### src/rtl/dmem_access_ctrl_pkg.sv
`default_nettype none
// ============================================================================
// Module : dmem_ctrl_pkg
// Brief  : Shared encodings, defaults and request check for dmem_access_ctrl.
// Rev    : 1.0
// ============================================================================
package dmem_ctrl_pkg;

    localparam logic [1:0] SIZE_B = 2'b00;
    localparam logic [1:0] SIZE_H = 2'b01;
    localparam logic [1:0] SIZE_W = 2'b10;

    localparam int RD_LAT_DEF    = 3;
    localparam int ADDR_BITS_DEF = 15;

    typedef enum logic [2:0] {
        IDLE  = 3'd0,
        ISSUE = 3'd1,
        WAIT  = 3'd2,
        WRITE = 3'd3,
        DONE  = 3'd4
    } state_t;

    // Only the byte offset is kept; the word address goes straight to mem_addr.
    typedef struct packed {
        logic        we;
        logic [1:0]  size;
        logic        uns;
        logic [1:0]  off;
        logic [31:0] wdata;
    } acc_t;

    function automatic logic req_invalid(input logic [1:0] size, input logic [31:0] addr,
                                         input int addr_bits);
        logic bad_align;
        logic bad_range;
        bad_align = ((size == SIZE_H) && addr[0]) ||
                    ((size == SIZE_W) && (addr[1:0] != 2'b00));
        bad_range = (addr >> addr_bits) != 32'd0;
        return (size == 2'b11) || bad_align || bad_range;
    endfunction

endpackage
`default_nettype wire

### src/rtl/dmem_access_ctrl_if.sv
`default_nettype none
// ============================================================================
// Module : dmem_req_if / dmem_mem_if
// Brief  : Requester-side and memory-side bundles of dmem_access_ctrl.
// Rev    : 1.0
// ============================================================================
interface dmem_req_if;
    logic        req;
    logic        we;
    logic [1:0]  size;
    logic        uns;
    logic [31:0] addr;
    logic [31:0] wdata;
    logic        gnt;
    logic        done;
    logic [31:0] rdata;
    logic        err;

    modport master (output req, we, size, uns, addr, wdata,
                    input  gnt, done, rdata, err);
    modport slave  (input  req, we, size, uns, addr, wdata,
                    output gnt, done, rdata, err);
endinterface

interface dmem_mem_if;
    logic [31:0] addr;
    logic [31:0] wdata;
    logic        rw;
    logic        en;
    logic [31:0] rdata;

    modport master (output addr, wdata, rw, en, input rdata);
    modport slave  (input  addr, wdata, rw, en, output rdata);
endinterface
`default_nettype wire

### src/rtl/dmem_lane_align.sv
`default_nettype none
// ============================================================================
// Module : dmem_lane_align
// Brief  : Store lane merge and load extract/extend for one 32-bit word.
// Rev    : 1.0
// ============================================================================
module dmem_lane_align
    import dmem_ctrl_pkg::*;
(
    input  wire logic [31:0] i_word,
    input  wire logic [31:0] i_wdata,
    input  wire logic [1:0]  i_off,
    input  wire logic [1:0]  i_size,
    input  wire logic        i_uns,
    output logic      [31:0] o_merged,
    output logic      [31:0] o_extracted
);
    logic [4:0]  w_sh;
    logic [31:0] w_shifted;
    logic [31:0] w_mask;

    assign w_sh      = {i_off, 3'b000};
    assign w_shifted = i_word >> w_sh;

    always_comb begin
        w_mask      = 32'hFFFF_FFFF;
        o_extracted = w_shifted;
        case (i_size)
            SIZE_B: begin
                w_mask      = 32'h0000_00FF << w_sh;
                o_extracted = {{24{w_shifted[7] & ~i_uns}}, w_shifted[7:0]};
            end
            SIZE_H: begin
                w_mask      = 32'h0000_FFFF << w_sh;
                o_extracted = {{16{w_shifted[15] & ~i_uns}}, w_shifted[15:0]};
            end
            default: ;
        endcase
    end

    assign o_merged = (i_word & ~w_mask) | ((i_wdata << w_sh) & w_mask);

endmodule
`default_nettype wire

### src/rtl/dmem_access_ctrl.sv
`default_nettype none
// ============================================================================
// Module : dmem_access_ctrl
// Brief  : Two-port arbiter/sequencer for the banked word-wide data memory,
//          with read-modify-write sub-word stores. DMEM_CTRL_RR_EN selects
//          round-robin arbitration, otherwise A has fixed priority over B.
// Rev    : 1.0
// ============================================================================
module dmem_access_ctrl
    import dmem_ctrl_pkg::*;
#(
    parameter int RD_LAT    = RD_LAT_DEF,
    parameter int ADDR_BITS = ADDR_BITS_DEF
) (
    input  wire logic  clk,
    input  wire logic  rst,
    dmem_req_if.slave  a,
    dmem_req_if.slave  b,
    dmem_mem_if.master mem
);
    localparam int               CNT_W    = (RD_LAT > 1) ? $clog2(RD_LAT) : 1;
    localparam logic [CNT_W-1:0] CNT_LAST = CNT_W'(RD_LAT - 1);

    state_t           state_q, state_d;
    logic [CNT_W-1:0] cnt_q, cnt_d;
    acc_t             acc_q, acc_d;
    logic             owner_q, owner_d;
    logic             mem_en_q, mem_en_d;
    logic             mem_rw_q, mem_rw_d;
    logic [31:0]      mem_addr_q, mem_addr_d;
    logic [31:0]      mem_wdata_q, mem_wdata_d;
    logic [31:0]      rdata_q, rdata_d;
    logic             done_q, done_d;
    logic             err_q, err_d;

    logic             w_pick_b;
    logic             w_any_req;
    logic             w_idle;
    acc_t             w_win;
    logic [31:0]      w_win_addr;
    logic [31:0]      w_merged;
    logic [31:0]      w_extracted;

`ifdef DMEM_CTRL_RR_EN
    logic rr_ptr_q, rr_ptr_d;
    assign w_pick_b = b.req && (!a.req || rr_ptr_q);
`else
    assign w_pick_b = b.req && !a.req;
`endif

    assign w_any_req  = a.req || b.req;
    assign w_idle     = (state_q == IDLE);
    assign w_win_addr = w_pick_b ? b.addr : a.addr;

    always_comb begin
        if (w_pick_b) begin
            w_win = '{we: b.we, size: b.size, uns: b.uns, off: b.addr[1:0], wdata: b.wdata};
        end else begin
            w_win = '{we: a.we, size: a.size, uns: a.uns, off: a.addr[1:0], wdata: a.wdata};
        end
    end

    // Fed straight from mem.rdata so the merge/extract lands in the capture cycle.
    dmem_lane_align u_lane_align (
        .i_word      (mem.rdata),
        .i_wdata     (acc_q.wdata),
        .i_off       (acc_q.off),
        .i_size      (acc_q.size),
        .i_uns       (acc_q.uns),
        .o_merged    (w_merged),
        .o_extracted (w_extracted)
    );

    always_comb begin
        state_d     = state_q;
        cnt_d       = cnt_q;
        acc_d       = acc_q;
        owner_d     = owner_q;
        mem_en_d    = 1'b0;
        mem_rw_d    = mem_rw_q;
        mem_addr_d  = mem_addr_q;
        mem_wdata_d = mem_wdata_q;
        rdata_d     = '0;
        done_d      = 1'b0;
        err_d       = 1'b0;
`ifdef DMEM_CTRL_RR_EN
        rr_ptr_d    = rr_ptr_q;
`endif
        case (state_q)
            IDLE: begin
                if (w_any_req) begin
                    acc_d   = w_win;
                    owner_d = w_pick_b;
`ifdef DMEM_CTRL_RR_EN
                    rr_ptr_d = !w_pick_b;
`endif
                    if (req_invalid(w_win.size, w_win_addr, ADDR_BITS)) begin
                        state_d = DONE;
                        done_d  = 1'b1;
                        err_d   = 1'b1;
                    end else begin
                        state_d     = ISSUE;
                        mem_en_d    = 1'b1;
                        mem_addr_d  = {2'b00, w_win_addr[31:2]};
                        mem_rw_d    = w_win.we && (w_win.size == SIZE_W);
                        mem_wdata_d = w_win.we ? w_win.wdata : '0;
                    end
                end
            end
            ISSUE: begin
                if (acc_q.we && (acc_q.size == SIZE_W)) begin
                    state_d = DONE;
                    done_d  = 1'b1;
                end else begin
                    state_d = WAIT;
                    cnt_d   = '0;
                end
            end
            WAIT: begin
                cnt_d = cnt_q + CNT_W'(1);
                if (cnt_q == CNT_LAST) begin
                    if (acc_q.we) begin
                        state_d     = WRITE;
                        mem_en_d    = 1'b1;
                        mem_rw_d    = 1'b1;
                        mem_wdata_d = w_merged;
                    end else begin
                        state_d = DONE;
                        done_d  = 1'b1;
                        rdata_d = w_extracted;
                    end
                end
            end
            WRITE: begin
                state_d = DONE;
                done_d  = 1'b1;
            end
            DONE:    state_d = IDLE;
            default: state_d = IDLE;
        endcase
    end

    always_ff @(posedge clk or posedge rst) begin
        if (rst) begin
            state_q     <= IDLE;
            cnt_q       <= '0;
            acc_q       <= '0;
            owner_q     <= 1'b0;
            mem_en_q    <= 1'b0;
            mem_rw_q    <= 1'b0;
            mem_addr_q  <= '0;
            mem_wdata_q <= '0;
            rdata_q     <= '0;
            done_q      <= 1'b0;
            err_q       <= 1'b0;
`ifdef DMEM_CTRL_RR_EN
            rr_ptr_q    <= 1'b0;
`endif
        end else begin
            state_q     <= state_d;
            cnt_q       <= cnt_d;
            acc_q       <= acc_d;
            owner_q     <= owner_d;
            mem_en_q    <= mem_en_d;
            mem_rw_q    <= mem_rw_d;
            mem_addr_q  <= mem_addr_d;
            mem_wdata_q <= mem_wdata_d;
            rdata_q     <= rdata_d;
            done_q      <= done_d;
            err_q       <= err_d;
`ifdef DMEM_CTRL_RR_EN
            rr_ptr_q    <= rr_ptr_d;
`endif
        end
    end

    // Grant is decided combinationally in IDLE; masking with rst keeps it low during reset.
    assign a.gnt   = w_idle && a.req && !w_pick_b && !rst;
    assign b.gnt   = w_idle && w_pick_b && !rst;
    assign a.done  = done_q && !owner_q;
    assign b.done  = done_q && owner_q;
    assign a.rdata = rdata_q;
    assign b.rdata = rdata_q;
    assign a.err   = err_q;
    assign b.err   = err_q;

    assign mem.en    = mem_en_q;
    assign mem.rw    = mem_rw_q;
    assign mem.addr  = mem_addr_q;
    assign mem.wdata = mem_wdata_q;

endmodule
`default_nettype wire

### src/flat_wrapper.sv
// flat-port wrapper written by rule: the top's interface ports become plain ports
module dmem_access_ctrl_flat import dmem_ctrl_pkg::*;
#(
    parameter int RD_LAT    = RD_LAT_DEF,
    parameter int ADDR_BITS = ADDR_BITS_DEF
)
  (clk, rst, a_req, a_we, a_size, a_uns, a_addr, a_wdata, a_gnt, a_done, a_rdata, a_err, b_req, b_we, b_size, b_uns, b_addr, b_wdata, b_gnt, b_done, b_rdata, b_err, mem_addr, mem_wdata, mem_rw, mem_en, mem_rdata);
  dmem_req_if a_i ();
  dmem_req_if b_i ();
  dmem_mem_if mem_i ();
  input  wire logic clk;
  input  wire logic rst;
  input wire logic [$bits(a_i.req)-1:0] a_req;
  input wire logic [$bits(a_i.we)-1:0] a_we;
  input wire logic [$bits(a_i.size)-1:0] a_size;
  input wire logic [$bits(a_i.uns)-1:0] a_uns;
  input wire logic [$bits(a_i.addr)-1:0] a_addr;
  input wire logic [$bits(a_i.wdata)-1:0] a_wdata;
  output wire logic [$bits(a_i.gnt)-1:0] a_gnt;
  output wire logic [$bits(a_i.done)-1:0] a_done;
  output wire logic [$bits(a_i.rdata)-1:0] a_rdata;
  output wire logic [$bits(a_i.err)-1:0] a_err;
  input wire logic [$bits(b_i.req)-1:0] b_req;
  input wire logic [$bits(b_i.we)-1:0] b_we;
  input wire logic [$bits(b_i.size)-1:0] b_size;
  input wire logic [$bits(b_i.uns)-1:0] b_uns;
  input wire logic [$bits(b_i.addr)-1:0] b_addr;
  input wire logic [$bits(b_i.wdata)-1:0] b_wdata;
  output wire logic [$bits(b_i.gnt)-1:0] b_gnt;
  output wire logic [$bits(b_i.done)-1:0] b_done;
  output wire logic [$bits(b_i.rdata)-1:0] b_rdata;
  output wire logic [$bits(b_i.err)-1:0] b_err;
  output wire logic [$bits(mem_i.addr)-1:0] mem_addr;
  output wire logic [$bits(mem_i.wdata)-1:0] mem_wdata;
  output wire logic [$bits(mem_i.rw)-1:0] mem_rw;
  output wire logic [$bits(mem_i.en)-1:0] mem_en;
  input wire logic [$bits(mem_i.rdata)-1:0] mem_rdata;
  assign a_i.req = a_req;
  assign a_i.we = a_we;
  assign a_i.size = a_size;
  assign a_i.uns = a_uns;
  assign a_i.addr = a_addr;
  assign a_i.wdata = a_wdata;
  assign a_gnt = a_i.gnt;
  assign a_done = a_i.done;
  assign a_rdata = a_i.rdata;
  assign a_err = a_i.err;
  assign b_i.req = b_req;
  assign b_i.we = b_we;
  assign b_i.size = b_size;
  assign b_i.uns = b_uns;
  assign b_i.addr = b_addr;
  assign b_i.wdata = b_wdata;
  assign b_gnt = b_i.gnt;
  assign b_done = b_i.done;
  assign b_rdata = b_i.rdata;
  assign b_err = b_i.err;
  assign mem_addr = mem_i.addr;
  assign mem_wdata = mem_i.wdata;
  assign mem_rw = mem_i.rw;
  assign mem_en = mem_i.en;
  assign mem_i.rdata = mem_rdata;
  dmem_access_ctrl #(.RD_LAT(RD_LAT), .ADDR_BITS(ADDR_BITS)) u_core (.clk(clk), .rst(rst), .a(a_i), .b(b_i), .mem(mem_i));
endmodule
### config.mk
export PLATFORM = sky130hd
export DESIGN_NAME = dmem_access_ctrl_flat
export DESIGN_NICKNAME = d
export VERILOG_FILES = /design/src/rtl/dmem_access_ctrl_pkg.sv /design/src/rtl/dmem_access_ctrl_if.sv /design/src/rtl/dmem_lane_align.sv /design/src/rtl/dmem_access_ctrl.sv /design/src/flat_wrapper.sv
export SDC_FILE = /design/constraint.sdc
export NUM_CORES = 1
export LEC_CHECK = 0
export BUFFER_PORTS_ARGS = -buffer_cell sky130_fd_sc_hd__buf_2
export CAP_MARGIN = 10
export CORE_ASPECT_RATIO = 1.2
export CORE_MARGIN = 2
export CORE_UTILIZATION = 45
export CTS_CLUSTER_DIAMETER = 100
export DETAILED_ROUTE_END_ITERATION = 10
export HOLD_SLACK_MARGIN = 0.12
export PLACE_DENSITY = 0.84
export SLEW_MARGIN = 10
export SYNTH_ARGS = -nofsm -noshare
export SYNTH_HDL_FRONTEND = slang
export SYNTH_SLANG_ARGS = --single-unit
export TNS_END_PERCENT = 50
### constraint.sdc
create_clock -name clk -period 10.5 [get_ports clk]
set_input_delay 0.525 -clock clk [delete_from_list [all_inputs] [get_ports clk]]
set_output_delay 0.525 -clock clk [all_outputs]
set_load 0.005 [all_outputs]
==> summary.md, run 1 <==
| Metric | Value |
|---|---|
| Outcome | `completed` |
| Xor and xnor area share after synthesis | `0%` |
| Worst Path Class, Setup | `reg2reg` |
| Routed len/inst | `20.2 µm` |
| Post-synthesis adder-cell area fraction | `0.157%` |
| Via count | `7323` |
| Final Skew | `0.0109 ns` |
| Achievable frequency | `0.311 GHz` |
| Vias in the first global route | `7087` |
| DRC violations left | `0` |
| Post-synth EDFFs | `0` |
| Area grow syn2layout | `23.9%` |
| Die Wd | `126 µm` |
| Max-cap violations | `0` |
| Fin Hold WS | `0.228 ns` |
| # Post-CTS Setup Buffers | `0` |
| Dpl hpwl | `19500 µm` |
| Hold Crit Class | `in2async` |
| CP startpoint | `u_core.acc_q[33]$_DFFE_PP0P_` |
| CP arrival | `3.58 ns` |
| Initial cell density of the core | `45.7%` |
| Chip Height | `150 µm` |
| Fin cells | `1279` |
| Layout cell share with drive strength beyond 1 | `39.0%` |
| Clk sinks | `142` |
| Post-synthesis mux area share | `17.1%` |
| Initial antenna violation count | `1` |
| Longest Clk Path Bufs | `2` |
| Ys async rst share | `100%` |
| NumNets Final | `1219` |
| DP Cell Count | `1246` |
| Largest family of logic cells by synthesized area | `multiplexers` |
| DRT iter0 DRCs | `706` |
| Number of core rows | `53` |
| Post-CTS Hold Fix Bufs | `0` |
| Gr usage total | `27.3%` |
| Tightest Pin Transition | `1.12 ns` |
| Via density | `5.73` |
| Syn Std Cell Area | `7980 µm²` |
| Worst Path Max Fanout | `53` |
| Synth Flop Type | `dfrtp_1` |
| Resized Gates After CTS | `0` |
| Required @ worst endpoint | `10.87 ns` |
| Peak VDD IR | `0.124 mV` |
| Fillers | `1548` |
| First-pass GRT wire length | `39800 µm` |
| 1st-pass router iterations | `5` |
| Simple-gate area share of the yosys netlist | `14.3%` |
| Syn avg cell area | `9.84 µm²` |
| Worst Setup Start Kind | `flop` |
| Final setup viols | `0` |
| R2r startpoint | `u_core.acc_q[33]$_DFFE_PP0P_` |
| Seq cells post-synth | `142` |
| R2R cell count | `4` |
| Crit. End Element | `flop` |
| LEAKAGE | `5.26 nW` |
| Routed Antenna Nets | `0` |
| Synth Instances | `811` |
| Slew HR | `25.4%` |
| Top cell type by total area after synthesis | `dfrtp_1` |
| Clk root buf | `clkbuf_16` |
| Sequential fraction of the synthesis area | `44.5%` |
| Core ar. | `17400 µm²` |
| Diodes inserted | `0` |
| RSZ-0062 raised after global routing | `false` |
| Top cells by area, synth | `dfrtp_1 45%, mux2i_1 8.5%, mux2_4 5.5%` |
| Final Cycle Share | `30.6%` |
| Die area | `18800 µm²` |
| RD Place Congestion | `0.888` |
| Worst skew pair latency | `0.42 ns` |
| Synth Area in Compound Gates | `16.3%` |
| TNS Setup | `0 ns` |
| Synth top area share | `44.5%` |
| Fin crit period | `3.21 ns` |
| CTS tree | `built` |
| Power density over cell area | `153 nW/µm²` |
| Grt ovf | `0` |
| Clk slew on worst S/H paths | `0.06 ns` |
| WL final | `25800 µm` |
| Total CTS buffers | `17` |
| Unique masters post-synth | `50` |
| CTS HTree Levels | `4` |
| I/O pin total | `308` |
| Final hold violation count | `0` |
| Buffers on Ports | `305` |
| YS warnings | `0` |
| Largest net degree at the start of global routing | `81` |
| Pins over their slew limit | `0` |
## placed cells by master (no fill, tap or decap), types with 3 or more instances in the layout
cell type / Yosys / layout
or2_2: 4 / 4
clkbuf_16: 0 / 17
nor3b_1: 8 / 8
o21ai_0: 68 / 68
a21oi_1: 72 / 72
mux2_4: 29 / 29
buf_2: 15 / 305
o22ai_1: 10 / 10
inv_6: 0 / 3
a221o_1: 24 / 24
nand2b_1: 3 / 3
nor2b_1: 18 / 17
dfrtp_1: 142 / 140
nand3_1: 51 / 51
mux2_2: 22 / 22
mux2i_1: 68 / 68
and2_1: 19 / 19
clkinv_2: 0 / 5
clkinvlp_4: 0 / 4
buf_4: 36 / 9
nor2_1: 13 / 13
a211oi_1: 23 / 23
nor4_1: 6 / 6
nor3_1: 4 / 4
nand2_1: 95 / 95
inv_1: 4 / 3
## path summary, 6_finish.rpt
kind,to,slack [ns]
min in group clk,u_core.mem.addr[10]$_DFFE_PP0P_,0.39
max,u_core.mem.wdata[13]$_DFFE_PP0P_,7.29
min,u_core.mem.addr[20]$_DFFE_PP0P_,0.23
max in group asynchronous,u_core.acc_q[32]$_DFFE_PP0P_,8.93
max reg2reg,u_core.mem.wdata[13]$_DFFE_PP0P_,7.29
min reg2reg,u_core.mem.addr[9]$_DFFE_PP0P_,0.48
## through the flow
| step | setup slack (ns) | util, % | power [mW] | area (µm²) |
|---|---|---|---|---|
| 2_1_floorplan | 6.00 | - | 0.810 | 7980 |
| 3_3_place_gp | 7.04 | 53.2 | 0.911 | 9290 |
| 3_5_place_dp | 6.85 | 53.2 | 0.918 | 9290 |
| 4_1_cts | 7.25 | 56.6 | 1.51 | 9870 |
| 5_1_grt | 7.13 | 56.7 | 1.57 | 9880 |
| 6_report | 7.29 | 56.7 | 1.51 | 9880 |
## synth_stat cells (3+ instances only)
| master | instances |
|---|---|
| nand3_1 | 51 |
| buf_4 | 36 |
| buf_12 | 3 |
| dfrtp_1 | 142 |
| mux2_2 | 22 |
| nor2_1 | 13 |
| nor4_1 | 6 |
| o22ai_1 | 10 |
| nand2_1 | 95 |
| nor3_1 | 4 |
| mux2i_1 | 68 |
| buf_2 | 15 |
| nand2b_1 | 3 |
| mux2_4 | 29 |
| o21ai_0 | 68 |
| nor3b_1 | 8 |
| buf_1 | 14 |
| and2_1 | 19 |
| inv_1 | 4 |
| nor2b_1 | 18 |
| or2_2 | 4 |
| a21oi_1 | 72 |
| a211oi_1 | 23 |
| clkbuf_1 | 31 |
| a221o_1 | 24 |
## area by class of cell
class / count / area, µm² / share of cell area [%]
flip-flops and latches: 142 / 3560 / 36.0
clock inverters: 14 / 141 / 1.43
multi-input cells: 565 / 3840 / 38.8
inverters: 5 / 23.8 / 0.241
clock buffers: 18 / 439 / 4.44
well taps: 220 / 275 / 2.79
repair buffers: 315 / 1610 / 16.3
## state kept, by name (all words and copies together), names as in the netlist
name / count
u_core.mem.wdata: 32
u_core.mem.rw: 1
u_core.a.err: 1
u_core.acc_q: 38
u_core.done_q: 1
u_core.mem.en: 1
u_core.cnt_q: 2
u_core.mem.addr: 30
u_core.state_q: 3
u_core.owner_q: 1
u_core.a.rdata: 32
## per-layer routing
layer	track usage [%]	share of wire, %
met2	43.7	48
met5	0	0.070
met4	12.1	3.7
met1	35.6	40
met3	5.97	8.2
## power breakdown
group,total (mW),switching (mW),internal (mW)
combinational,0.295,0.175,0.120
clock,0.593,0.238,0.355
sequential,0.622,0.0448,0.578
total,1.51,0.458,1.05
## kinds of logic (layout without fill, tap and decap cells)
| group | Yosys count | in the layout |
|---|---|---|
| and+or+nand+nor | 231 | 231 |
| AOI/OAI and AO/OA | 212 | 212 |
| DFF | 142 | 142 |
| muxes | 119 | 119 |
| buffers and inverters | 105 | 352 |
| adders and majority gates | 1 | 1 |
| other | 1 | 2 |
## critical path, cell delays in order, from the launching register on
cell	delay (ns)
dfrtp_2	1.10
clkinv_1	0.60
a211oi_1	1.01
a221o_1	0.30
mux2_4	0.14
(Power assumes the default switching activity.)
==> inputs of run 2 (changes only) <==
--- a/config.mk
+++ b/config.mk
@@ -5,6 +5,7 @@
 export SDC_FILE = /design/constraint.sdc
 export NUM_CORES = 1
 export LEC_CHECK = 0
+export ABC_AREA = 1
 export BUFFER_PORTS_ARGS = -buffer_cell sky130_fd_sc_hd__buf_2
 export CAP_MARGIN = 10
 export CORE_ASPECT_RATIO = 1.2
@@ -13,7 +14,7 @@
 export CTS_CLUSTER_DIAMETER = 100
 export DETAILED_ROUTE_END_ITERATION = 10
 export HOLD_SLACK_MARGIN = 0.12
-export PLACE_DENSITY = 0.84
+export PLACE_DENSITY = 0.86
 export SLEW_MARGIN = 10
 export SYNTH_ARGS = -nofsm -noshare
 export SYNTH_HDL_FRONTEND = slang
==> constraint.sdc (replaced) <==
create_clock -name clk -period 2.8 [get_ports clk]
set_input_delay 0.14 -clock clk [delete_from_list [all_inputs] [get_ports clk]]
set_output_delay 0.14 -clock clk [all_outputs]
set_load 0.005 [all_outputs]
==> run 2 against run 1 <==
Net effect:
- worst hold slack worse by 0.10 ns
- combinational power rose to 14 times the previous value
- fmax up 38%
- die area up 6.2%
- synthesized cell count up 54%
- wire length up 18%
- critical path type unchanged
- critical endpoint is now u_core.acc_q[34]$_DFFE_PP0P_
==> summary.md, run 2 <==
| Metric | Value |
|---|---|
| 1st-pass router iterations | `5 (unchanged)` |
| Hold Startpoint | `a_we` |
| Most frequent cells in the layout | `568 x nand2_1, 305 x buf_2, 141 x dfrtp_1, 94 x o21ai_0, 92 x inv_1` |
| DRT iter0 DRCs | `1046 (+48%)` |
| Most frequent cells after synthesis | `568 x nand2_1, 142 x dfrtp_1, 94 x inv_1, 94 x o21ai_0, 70 x nand3_1` |
| Top cells by area, synth | `dfrtp_1 42%, nand2_1 25%, o21ai_0 5.5%` |
| Synth Area in Compound Gates | `10.9% (-5.4 points)` |
| P_int | `5.37 mW (+410%)` |
| Vias in the first global route | `9017 (+27%)` |
| Slew HR | `47.7% (+22 points)` |
| WL final | `30500 µm (+18%)` |
| Worst Path Max Fanout | `12 (-77%)` |
| Initial antenna violation count | `0 (-1)` |
| Dpl hpwl | `21900 µm (+12%)` |
| RSZ-0062 raised after global routing | `false` |
| Pins over their slew limit | `0 (unchanged)` |
| Final hold violation count | `0 (unchanged)` |
| Comb power frac | `44.7% (+25 points)` |
| Most common cell after layout, fill and taps aside | `nand2_1` |
| CTS HTree Levels | `4 (unchanged)` |
| Synth Instances | `1250 (+54%)` |
| Clk slew on worst S/H paths | `0.06 ns (about the same)` |
| Synth Flop Type | `dfrtp_1` |
| Clk root buf | `clkbuf_16` |
| CP Cell Sequence | `nor2_1 > inv_1 > nor2_2 > inv_1 > nor2_2 > clkinv_1 > o31ai_1 > dlygate4sd3_1` |
| Seq cells post-synth | `142 (unchanged)` |
| CP startpoint | `u_core.state_q[0]$_DFFE_PP0P_` |
| Core ar. | `18600 µm² (+6.9%)` |
| Layout cell share with drive strength beyond 1 | `24.0% (-15 points)` |
| NumNets Final | `1717 (+41%)` |
| Tightest Pin Transition | `0.784 ns (-0.334 ns)` |
| RD Place Congestion | `1.02 (+15%)` |
| Worst Setup Start Kind | `flop` |
| Peak VDD IR | `0.547 mV (+340%)` |
| Post-synth EDFFs | `0 (unchanged)` |
| LEAKAGE | `6.65 nW (+27%)` |
| Slowest CP cell | `dlygate4sd3_1` |
| Final Cycle Share | `83.3% (+53 points)` |
| Final setup viols | `0 (unchanged)` |
| Final setup margin | `0.467 ns (-6.82 ns)` |
| R2r startpoint | `u_core.state_q[0]$_DFFE_PP0P_` |
| Grt ovf | `0 (unchanged)` |
| Routed Antenna Nets | `0 (unchanged)` |
| Sequential fraction of the synthesis area | `41.9% (-2.7 points)` |
| Power density over cell area | `863 nW/µm² (+460%)` |
| Chip Height | `154 µm (+3.0%)` |
| Routed len/inst | `16.8 µm (-17%)` |
| CTS tree | `built` |
| Ys async rst share | `100% (unchanged)` |
| NetSw | `4.19 mW (+820%)` |
| Largest register FFs | `38 (unchanged)` |
| Syn Std Cell Area | `8490 µm² (+6.4%)` |
| Top cell type by total area after synthesis | `dfrtp_1` |
| Syn avg cell area | `6.79 µm² (-31%)` |
| Worst skew pair latency | `0.43 ns (about the same)` |
| DRC violations left | `0 (unchanged)` |
| Gr usage total | `30.2% (+3.0 points)` |
| Post-synthesis adder-cell area fraction | `0.147% (-0.0094 points)` |
| Die Wd | `129 µm (+3.0%)` |
| Most frequent cell after synthesis | `nand2_1` |
| Xor and xnor area share after synthesis | `0% (unchanged)` |
| Unique masters post-synth | `32 (-36%)` |
| Achievable frequency | `0.429 GHz (+38%)` |
| Place WS | `0.192 ns (-6.65 ns)` |
| Total CTS buffers | `17 (unchanged)` |
| Biggest register | `u_core.acc_q` |
| Sequential Power Share | `30.5% (-11 points)` |
| First-pass GRT wire length | `46400 µm (+17%)` |
| CP arrival | `2.69 ns (-0.89 ns)` |
| Synth top area share | `41.9% (-2.7 points)` |
| Diodes inserted | `0 (unchanged)` |
| I/O pin total | `308 (unchanged)` |
| Via density | `5.30 (-7.5%)` |
| Simple-gate area share of the yosys netlist | `34.2% (+20 points)` |
| Hold Crit Class | `in2reg` |
| Worst Path Class, Setup | `reg2reg` |
| Sw Ratio | `43.8% (+14 points)` |
| Crit. End Element | `flop` |
| TNS Setup | `0 ns (unchanged)` |
| Resized Gates After CTS | `0 (unchanged)` |
| Clk sinks | `142 (unchanged)` |
| Post-synthesis mux area share | `0.944% (-16 points)` |
| Largest family of logic cells by synthesized area | `simple AND/OR/NAND/NOR gates` |
| Number of core rows | `55 (+3.8%)` |
| Max-cap violations | `0 (unchanged)` |
| Buffers on Ports | `305 (unchanged)` |
| Final Skew | `0.00598 ns (-0.00494 ns)` |
| Longest Clk Path Bufs | `2 (unchanged)` |
| YS warnings | `0 (unchanged)` |
| Largest net degree at the start of global routing | `77 (-4.9%)` |
| Clk pwr share | `24.8% (-14 points)` |
| Area grow syn2layout | `30.7%` |
| Die area | `20000 µm² (+6.2%)` |
| Required @ worst endpoint | `3.16 ns (-7.71 ns)` |
| Via count | `9602 (+31%)` |
| CP peak stage delay | `0.58 ns (-0.52 ns)` |
| Fin crit period | `2.33 ns (-0.881 ns)` |
| Initial cell density of the core | `45.5% (-0.24 points)` |
| Outcome | `completed` |
==> run 2: area by class of cell <==
cell class                      count  area (µm²)
Clock buffer                       21         460
Clock inverter                     11         156
Fill cell                        1646        7560
Inverter                           97         368
Multi-Input combinational cell    902        3930
Sequential cell                   142        3550
Tap cell                          256         320
Timing Repair Buffer              384        2300
==> run 2: cells by family (layout without fill, tap and decap cells) <==
logic type,Yosys count,in the layout
compound gates,169,169
fa+ha+maj,1,1
buf+inv,207,513
flops,142,142
mux,8,8
other cells,1,2
simple gates,722,722
==> run 2: path summary, 6_finish.rpt <==
check                                                  end  slack [ns]  cells past startpoint
setup reg to reg              u_core.acc_q[34]$_DFFE_PP0P_        0.47                      8
hold / removal                u_core.acc_q[37]$_DFFE_PP0P_        0.13                      5
min in group asynchronous  u_core.mem.addr[10]$_DFFE_PP0P_        0.28                      3
hold reg to reg            u_core.mem.addr[15]$_DFFE_PP0P_        0.46                      2
setup / recovery              u_core.acc_q[34]$_DFFE_PP0P_        0.47                      8
max in group asynchronous      u_core.a.rdata[4]$_DFF_PP0_        1.79                      4
==> run 2: routing by layer <==
layer	up-vias	track usage, %	routed length [µm]	share of wire [%]
met1	4381	35.5	11000	36
met5	-	0	0	0
met2	630	51.5	14900	49
met3	116	5.60	2930	9.6
met4	0	17.1	1710	5.6
li1	4475	-	-	-
==> run 2: what timing repair did <==
item,4_1_cts,5_1_grt
buffers inserted,0,0
hold endpoints to repair,46,0
hold buffers,58,0
==> run 2: power by group through the flow <==
stage / logic (mW) / clock network [mW] / registers, mW
floorplan: 2.94 / 0 / 2.82
detailed placement: 3.99 / 0 / 2.93
CTS: 4.09 / 2.37 / 2.90
global route: 4.73 / 2.47 / 2.95
finish: 4.27 / 2.37 / 2.92
global placement: 3.90 / 0 / 2.92
==> run 2: metrics by stage <==
stage          util, %  hold WS (ns)  instances  power, mW  instance area [µm²]
2_1_floorplan        -         0.311       1251       5.76                 8490
3_3_place_gp      52.9         0.189       1722       6.82                 9860
3_5_place_dp      52.9         0.193       1722       6.91                 9860
4_1_cts           59.3         0.120       1812       9.36                11100
5_1_grt           59.4         0.153       1813       10.2                11100
6_report          59.4         0.127       1813       9.56                11100
==> run 2: critical path: cells and delay by family, from the launching register on <==
| family | cells | cell delay, ns |
|---|---|---|
| AO/OA/AOI/OAI | 1 | 0.31 |
| buffers and inverters | 4 | 1.13 |
| flip-flops | 1 | 0.45 |
| AND/OR/NAND/NOR | 3 | 0.38 |
